### config.mk
export PLATFORM = sky130hd
export DESIGN_NAME = rv32_if_fetch_flat
export DESIGN_NICKNAME = d
export VERILOG_FILES = /design/src/rtl/rv32_if_fetch_if.sv /design/src/rtl/rv32_if_fetch.sv /design/src/flat_wrapper.sv
export SDC_FILE = /design/constraint.sdc
export NUM_CORES = 1
export LEC_CHECK = 0
export BUFFER_PORTS_ARGS = -buffer_cell sky130_fd_sc_hd__buf_4
export CORE_MARGIN = 2
export CORE_UTILIZATION = 43
export CTS_CLUSTER_DIAMETER = 40
export CTS_CLUSTER_SIZE = 28
export DETAILED_ROUTE_END_ITERATION = 16
export GPL_TIMING_DRIVEN = 0
export PLACE_DENSITY = 0.74
export SKIP_CTS_REPAIR_TIMING = 1
export SYNTH_ARGS = -nofsm -noshare
export SYNTH_HDL_FRONTEND = slang
export SYNTH_SLANG_ARGS = --single-unit
### constraint.sdc
create_clock -name clk -period 2.6 [get_ports clk]
set_input_delay 0.13 -clock clk [delete_from_list [all_inputs] [get_ports clk]]
set_output_delay 0.13 -clock clk [all_outputs]
set_load 0.02 [all_outputs]
### src/rtl/rv32_if_fetch_if.sv
// Bundles the IF-stage bus: instruction-memory port, ID feedback and ID-facing outputs.
// The master modport is the fetch stage; slave is the surrounding ID/memory side.
interface rv32_if_fetch_if;
    logic [31:0] imem_addr;
    logic        imem_rd_en;
    logic [31:0] imem_rdata;
    logic        jump_enable_in;
    logic [31:0] jump_addr_in;
    logic        lw_stall_flag_in;
    logic [31:0] lw_stall_pc_in;
    logic        halt_in;
    logic [31:0] pc_to_ID;
    logic [31:0] iw_to_ID;
    logic        halted;
    logic        misalign_err;
    logic [31:0] fetch_count;

    modport master (
        output imem_addr, imem_rd_en, pc_to_ID, iw_to_ID, halted, misalign_err, fetch_count,
        input  imem_rdata, jump_enable_in, jump_addr_in, lw_stall_flag_in, lw_stall_pc_in,
               halt_in
    );

    modport slave (
        input  imem_addr, imem_rd_en, pc_to_ID, iw_to_ID, halted, misalign_err, fetch_count,
        output imem_rdata, jump_enable_in, jump_addr_in, lw_stall_flag_in, lw_stall_pc_in,
               halt_in
    );
endinterface

### src/rtl/rv32_if_fetch.sv
// RV32I instruction-fetch stage: owns the PC, drives a 1-cycle synchronous imem and hands
// pc/iw pairs to ID, handling jump redirects, load-use replay and EBREAK halt.
module rv32_if_fetch #(
    parameter logic [31:0] RESET_PC = 32'h0000_0000,
    parameter logic [31:0] NOP_IW   = 32'h0000_0013,
    parameter int unsigned PC_STEP  = 4
) (
    input  logic              clk,
    input  logic              reset,
    rv32_if_fetch_if.master   fetch_io
);
    localparam logic [31:0] Step = 32'(PC_STEP);

    logic [31:0] pc_q, pc_d;
    logic [31:0] id_pc_q, id_pc_d;
    logic [31:0] count_q, count_d;
    logic        squash_q, squash_d;
    logic        halted_q, halted_d;
    logic        misalign_q, misalign_d;
    logic        rd_en;

    always_comb begin
        pc_d       = pc_q + Step;
        id_pc_d    = pc_q;
        squash_d   = 1'b0;
        halted_d   = halted_q;
        misalign_d = misalign_q;
        count_d    = count_q;
        rd_en      = 1'b1;

        // The word ID sees this cycle is a real delivery unless squashed.
        if (!squash_q && !halted_q) begin
            count_d = count_q + 32'd1;
        end

        if (halted_q || fetch_io.halt_in) begin
            pc_d     = pc_q;
            id_pc_d  = id_pc_q;
            squash_d = 1'b1;
            halted_d = 1'b1;
            rd_en    = 1'b0;
        end else if (fetch_io.jump_enable_in) begin
            pc_d     = {fetch_io.jump_addr_in[31:2], 2'b00};
            squash_d = 1'b1;
            if (fetch_io.jump_addr_in[1:0] != 2'b00) begin
                misalign_d = 1'b1;
            end
        end else if (fetch_io.lw_stall_flag_in) begin
            pc_d     = fetch_io.lw_stall_pc_in + Step;
            squash_d = 1'b1;
        end
    end

    always_ff @(posedge clk) begin
        if (reset) begin
            pc_q       <= RESET_PC;
            id_pc_q    <= RESET_PC;
            count_q    <= 32'd0;
            squash_q   <= 1'b1;
            halted_q   <= 1'b0;
            misalign_q <= 1'b0;
        end else begin
            pc_q       <= pc_d;
            id_pc_q    <= id_pc_d;
            count_q    <= count_d;
            squash_q   <= squash_d;
            halted_q   <= halted_d;
            misalign_q <= misalign_d;
        end
    end

    // Squash mux sits after the memory so iw stays aligned with the registered pc.
    assign fetch_io.imem_addr    = pc_q;
    assign fetch_io.imem_rd_en   = rd_en && !reset;
    assign fetch_io.pc_to_ID     = id_pc_q;
    assign fetch_io.iw_to_ID     = squash_q ? NOP_IW : fetch_io.imem_rdata;
    assign fetch_io.halted       = halted_q;
    assign fetch_io.misalign_err = misalign_q;
    assign fetch_io.fetch_count  = count_q;
endmodule

### src/flat_wrapper.sv
// flat-port wrapper written by rule: the top's interface ports become plain ports
module rv32_if_fetch_flat 
#(
    parameter logic [31:0] RESET_PC = 32'h0000_0000,
    parameter logic [31:0] NOP_IW   = 32'h0000_0013,
    parameter int unsigned PC_STEP  = 4
)
  (clk, reset, fetch_io_imem_addr, fetch_io_imem_rd_en, fetch_io_pc_to_ID, fetch_io_iw_to_ID, fetch_io_halted, fetch_io_misalign_err, fetch_io_fetch_count, fetch_io_imem_rdata, fetch_io_jump_enable_in, fetch_io_jump_addr_in, fetch_io_lw_stall_flag_in, fetch_io_lw_stall_pc_in, fetch_io_halt_in);
  rv32_if_fetch_if fetch_io_i ();
  input  logic clk;
  input  logic reset;
  output wire logic [$bits(fetch_io_i.imem_addr)-1:0] fetch_io_imem_addr;
  output wire logic [$bits(fetch_io_i.imem_rd_en)-1:0] fetch_io_imem_rd_en;
  output wire logic [$bits(fetch_io_i.pc_to_ID)-1:0] fetch_io_pc_to_ID;
  output wire logic [$bits(fetch_io_i.iw_to_ID)-1:0] fetch_io_iw_to_ID;
  output wire logic [$bits(fetch_io_i.halted)-1:0] fetch_io_halted;
  output wire logic [$bits(fetch_io_i.misalign_err)-1:0] fetch_io_misalign_err;
  output wire logic [$bits(fetch_io_i.fetch_count)-1:0] fetch_io_fetch_count;
  input wire logic [$bits(fetch_io_i.imem_rdata)-1:0] fetch_io_imem_rdata;
  input wire logic [$bits(fetch_io_i.jump_enable_in)-1:0] fetch_io_jump_enable_in;
  input wire logic [$bits(fetch_io_i.jump_addr_in)-1:0] fetch_io_jump_addr_in;
  input wire logic [$bits(fetch_io_i.lw_stall_flag_in)-1:0] fetch_io_lw_stall_flag_in;
  input wire logic [$bits(fetch_io_i.lw_stall_pc_in)-1:0] fetch_io_lw_stall_pc_in;
  input wire logic [$bits(fetch_io_i.halt_in)-1:0] fetch_io_halt_in;
  assign fetch_io_imem_addr = fetch_io_i.imem_addr;
  assign fetch_io_imem_rd_en = fetch_io_i.imem_rd_en;
  assign fetch_io_pc_to_ID = fetch_io_i.pc_to_ID;
  assign fetch_io_iw_to_ID = fetch_io_i.iw_to_ID;
  assign fetch_io_halted = fetch_io_i.halted;
  assign fetch_io_misalign_err = fetch_io_i.misalign_err;
  assign fetch_io_fetch_count = fetch_io_i.fetch_count;
  assign fetch_io_i.imem_rdata = fetch_io_imem_rdata;
  assign fetch_io_i.jump_enable_in = fetch_io_jump_enable_in;
  assign fetch_io_i.jump_addr_in = fetch_io_jump_addr_in;
  assign fetch_io_i.lw_stall_flag_in = fetch_io_lw_stall_flag_in;
  assign fetch_io_i.lw_stall_pc_in = fetch_io_lw_stall_pc_in;
  assign fetch_io_i.halt_in = fetch_io_halt_in;
  rv32_if_fetch #(.RESET_PC(RESET_PC), .NOP_IW(NOP_IW), .PC_STEP(PC_STEP)) u_core (.clk(clk), .reset(reset), .fetch_io(fetch_io_i));
endmodule
After elaboration in Yosys (flattened, before gate mapping). Cells that the tools add are included.

Bits in registers: 99. Output and inout bits: 131.

Bitwise gates (word level): 1. Mux-type cells: 5. $add $sub $neg: 3. Reductions and logical operators: 9.

Operators by type and width (count): $mux 32 (3); $add 32x3->32 const B (2); $add 32x1->32 const B (1); $logic_not 1->1 (3); $reduce_and 3->1 (1); $reduce_or 3->1 (1); $logic_and 1x1->1 (2); $mux 1 (2); $reduce_bool 2->1 (1); $logic_or 1x1->1 (1); $not 1->1 (1).

Longest topological paths before layout.
Word-level depth: 3. Gate-level depth with buffers: 12.

Worst setup path before layout. No wires, ideal clock.

Path type: input to register. From: in fetch_io_lw_stall_flag_in. To: reg u_core.pc_q[22] (netlist: u_core.fetch_io.imem_addr[22]). Data required time: 2514 ps. Cell stages on the path: 12. Arrival: 2743 ps. Slack: -229 ps. Library setup time: 86 ps. Cell sequence: buf_4 > buf_2 > buf_2 > buf_1 > mux2_2 > ha_1 > nand4b_1 > a21oi_2 > nand4_1 > o21ai_1 > or3b_1 > a211oi_1.

Word-level cells in the longest chain between the ends: 2.

Ends and longest elaborated chain: from (decl) (line flat_wrapper.sv:22) `input wire logic [$bits(fetch_io_i.lw_stall_flag_in)-1:0] fetch_io_lw_stall_flag_in;`; $mux 32 (line rv32_if_fetch.sv:48) `end else if (fetch_io.lw_stall_flag_in) begin`; $mux 32 (line rv32_if_fetch.sv:42) `end else if (fetch_io.jump_enable_in) begin`; to (signal assigned) (line rv32_if_fetch.sv:63) `pc_q <= pc_d;`; to (decl) (line rv32_if_fetch.sv:14) `logic [31:0] pc_q, pc_d;`.

Every way passes these cells. A chain may end at the register's enable or synchronous reset.

Worst setup path after layout. Same ends and word-level chain as after synthesis.

==> results.md <==
- Status: complete, no violations
- Post-Syn Area: 0.00524 mm2
- Share of cells above drive strength 1: 29.9%
- Non-filler instance count after layout: 1,059
- Antenna diodes: 0
- Area Growth Syn to Fin: 43.6%
- Slack of the critical path: 0.101 ns
- Clk root buf: clkbuf_16
- First-pass GRT wire length: 28.2 mm
- Fillers: 1,087
- Sum of negative setup slack: 0 ns
- Initial DRC count: 478
- DIE WIDTH: 114 um
- Clock Pin Slew Worst Setup and Hold Paths: 0.08 ns
- First-pass DRT Iterations: 6
- Total net switching power: 0.00106 W
- Initial Util: 43.8%
- Worst min-delay path category: in2reg
- Fin. Hold Viols: 0
- Tmin final: 2.50 ns
- Part of the cycle the worst path needs: 96.1%
- Layout Nets: 1,010
- FP Rows: 40
- CP required: 2.87 ns
- CTS buffer count: 9
- HPWL Detailed: 13.8 mm
- Die Ht: 114 um
- Vias per inst: 5.46
- Pwr Density: 491 mW/mm2
- Post-synth ARST share: 0%
- Core box area: 0.0120 mm2
- Power share of the clock group: 38.8%
- Most used cells in the layout excluding fill and tap cells: 237 x buf_4, 103 x nand2_1, 99 x dfxtp_1, 63 x a21oi_1, 55 x nor2_1
- Die Area: 0.0131 mm2
- Commonest non-fill, non-tap cell in the layout: buf_4
- Int Pwr: 0.00264 W
- Yosys reg bits: 99
- Placed Cells: 1,039
- Slew Limit Fails: 0
- Max-Cap Viols: 0
- I/O pin count: 232
- Total global routing overflow: 0
- Worst VDD drop: 340 uV
- Post-DRT Antenna Nets: 0
- Seq/Total Area, Yosys: 37.9%
- Vias in the first global route: 5,451
- Pin count of the biggest net entering global routing: 18
- Share of power burned in registers: 44.3%
- DP Worst Slack: -0.626 ns
- H-tree depth: 3
- Clk_lat worst skew: 0.36 ns
- Syn_area_per_cell: 7.90 um2
- Routability cong.: 0.928
- Critical path type: in2reg
- GR Util All Layers: 27.3%
- Cells after Synth: 663
- Crit start category: primary input
- Final setup viols: 0
- Sequential cell area: 0.00198 mm2
- Input/output buffers: 229
- Post-synth EDFFs: 0
- Crit path max fanout: 10
- Drt total wl: 18.3 mm
- Clk buf depth: 2
- Drt drc: 0
- Via count: 5,787
- Leak: 3.19 nW
- YS warnings: 0
- Slew @ Worst Pin: 0.714 ns
- Slew headroom: 52.4%
- Clock skew: 0.0126 ns
- Max frequency: 400 MHz
- Drt wl/cell: 17.2 um
- Switching share of power: 28.7%
- Multi-input logic area: 0.00308 mm2
- Share of power burned in combinational logic: 17.0%
- Top_reg_cell synth: dfxtp_1
- Crit path DAT: 2.77 ns
- TritonCTS clock tree: yes
- CP Capture Type: flop
- Synth cell types: 51
- Antenna violations before repair: 0
- Sink Count: 99
- Power consumption: 0.00369 W
- Post-Syn Nets: 766
## worst paths after layout
path	startpoint	cells after the start	to	slack (ns)
max	fetch_io_lw_stall_flag_in	13	u_core.fetch_io.imem_addr[22]	0.10
max reg2reg	u_core.fetch_io.imem_addr[2]	9	u_core.fetch_io.imem_addr[22]	0.16
min reg2reg	u_core.fetch_io.pc_to_ID[30]	2	u_core.fetch_io.pc_to_ID[30]	0.46
min	fetch_io_jump_addr_in[13]	3	u_core.fetch_io.imem_addr[13]	0.05
## per-layer routing
layer / global-route usage (%) / vias to the layer above / routed length [um]
met5: 0 / - / 0
met3: 5.61 / 32 / 1320
met4: 11.1 / 0 / 418
met2: 44.7 / 251 / 8610
met1: 35.3 / 2687 / 7900
li1: - / 2817 / -
## cells by family (layout without fill, tap and decap cells)
| group | after synthesis | after routing | share of synthesized area, % |
|---|---|---|---|
| xor+xnor | 47 | 47 | 7.86 |
| buf+inv | 48 | 297 | 3.73 |
| mux | 29 | 29 | 5.59 |
| fa+ha+maj | 2 | 2 | 0.478 |
| simple gates | 302 | 302 | 29.3 |
| compound gates | 136 | 136 | 15.2 |
| flops | 99 | 99 | 37.9 |
## power groups by stage
stage | registers (W) | clock network [W] | logic [W]
finish | 0.00163 | 0.00143 | 0.000627
global route | 0.00164 | 0.00151 | 0.000673
CTS | 0.00163 | 0.00144 | 0.000621
detailed placement | 0.00167 | 0 | 0.000619
global placement | 0.00167 | 0 | 0.000615
floorplan | 0.00171 | 0 | 0.000265
## critical path: stages
cell and delay (ns):
buf_4 0.13, buf_4 0.18, buf_4 0.20, buf_4 0.20
mux2_2 0.25, ha_2 0.20, nand4b_1 0.18, a21oi_4 0.30
nand4_1 0.13, buf_4 0.18, o21ai_1 0.10, or3b_1 0.38
a211oi_1 0.20
## stage by stage
step | cell area (um2) | hold slack [ns] | util (%)
after floorplan | 5250 | 0.300 | -
after global placement | 7150 | 0.387 | 59.8
after detailed placement | 7150 | 0.400 | 59.8
after CTS | 7460 | 0.0310 | 62.4
after global routing | 7520 | 0.0484 | 62.8
final | 7520 | 0.0451 | 62.8
## sequential cells by signal (all words and copies together) (netlist names)
register,count
u_core.fetch_io.fetch_count,32
u_core.fetch_io.misalign_err,1
u_core.fetch_io.imem_addr,32
u_core.fetch_io.pc_to_ID,32
u_core.squash_q,1
u_core.fetch_io.halted,1
## Yosys cell counts (17+ instances only)
library cell	n	area, um2
nand2_1	103	387
dfxtp_1	99	1980
a21oi_1	63	315
nor2_1	55	206
clkbuf_1	35	131
xor2_1	33	289
nor2b_1	29	181
mux2i_1	27	270
nand3_1	25	125
and3_1	22	138
o21ai_0	19	95.1
o22ai_1	17	106
## area by class of cell
| class | instances | share of cell area [%] |
|---|---|---|
| Timing Repair Buffer | 234 | 23.4 |
| Multi-Input combinational cell | 516 | 41.0 |
| Buffer | 43 | 2.51 |
| Clock inverter | 6 | 0.949 |
| Sequential cell | 99 | 26.4 |
| Inverter | 4 | 0.200 |
| Clock buffer | 10 | 3.18 |
| Tap cell | 147 | 2.45 |
Note: power is estimated with default switching activity, not from simulation.
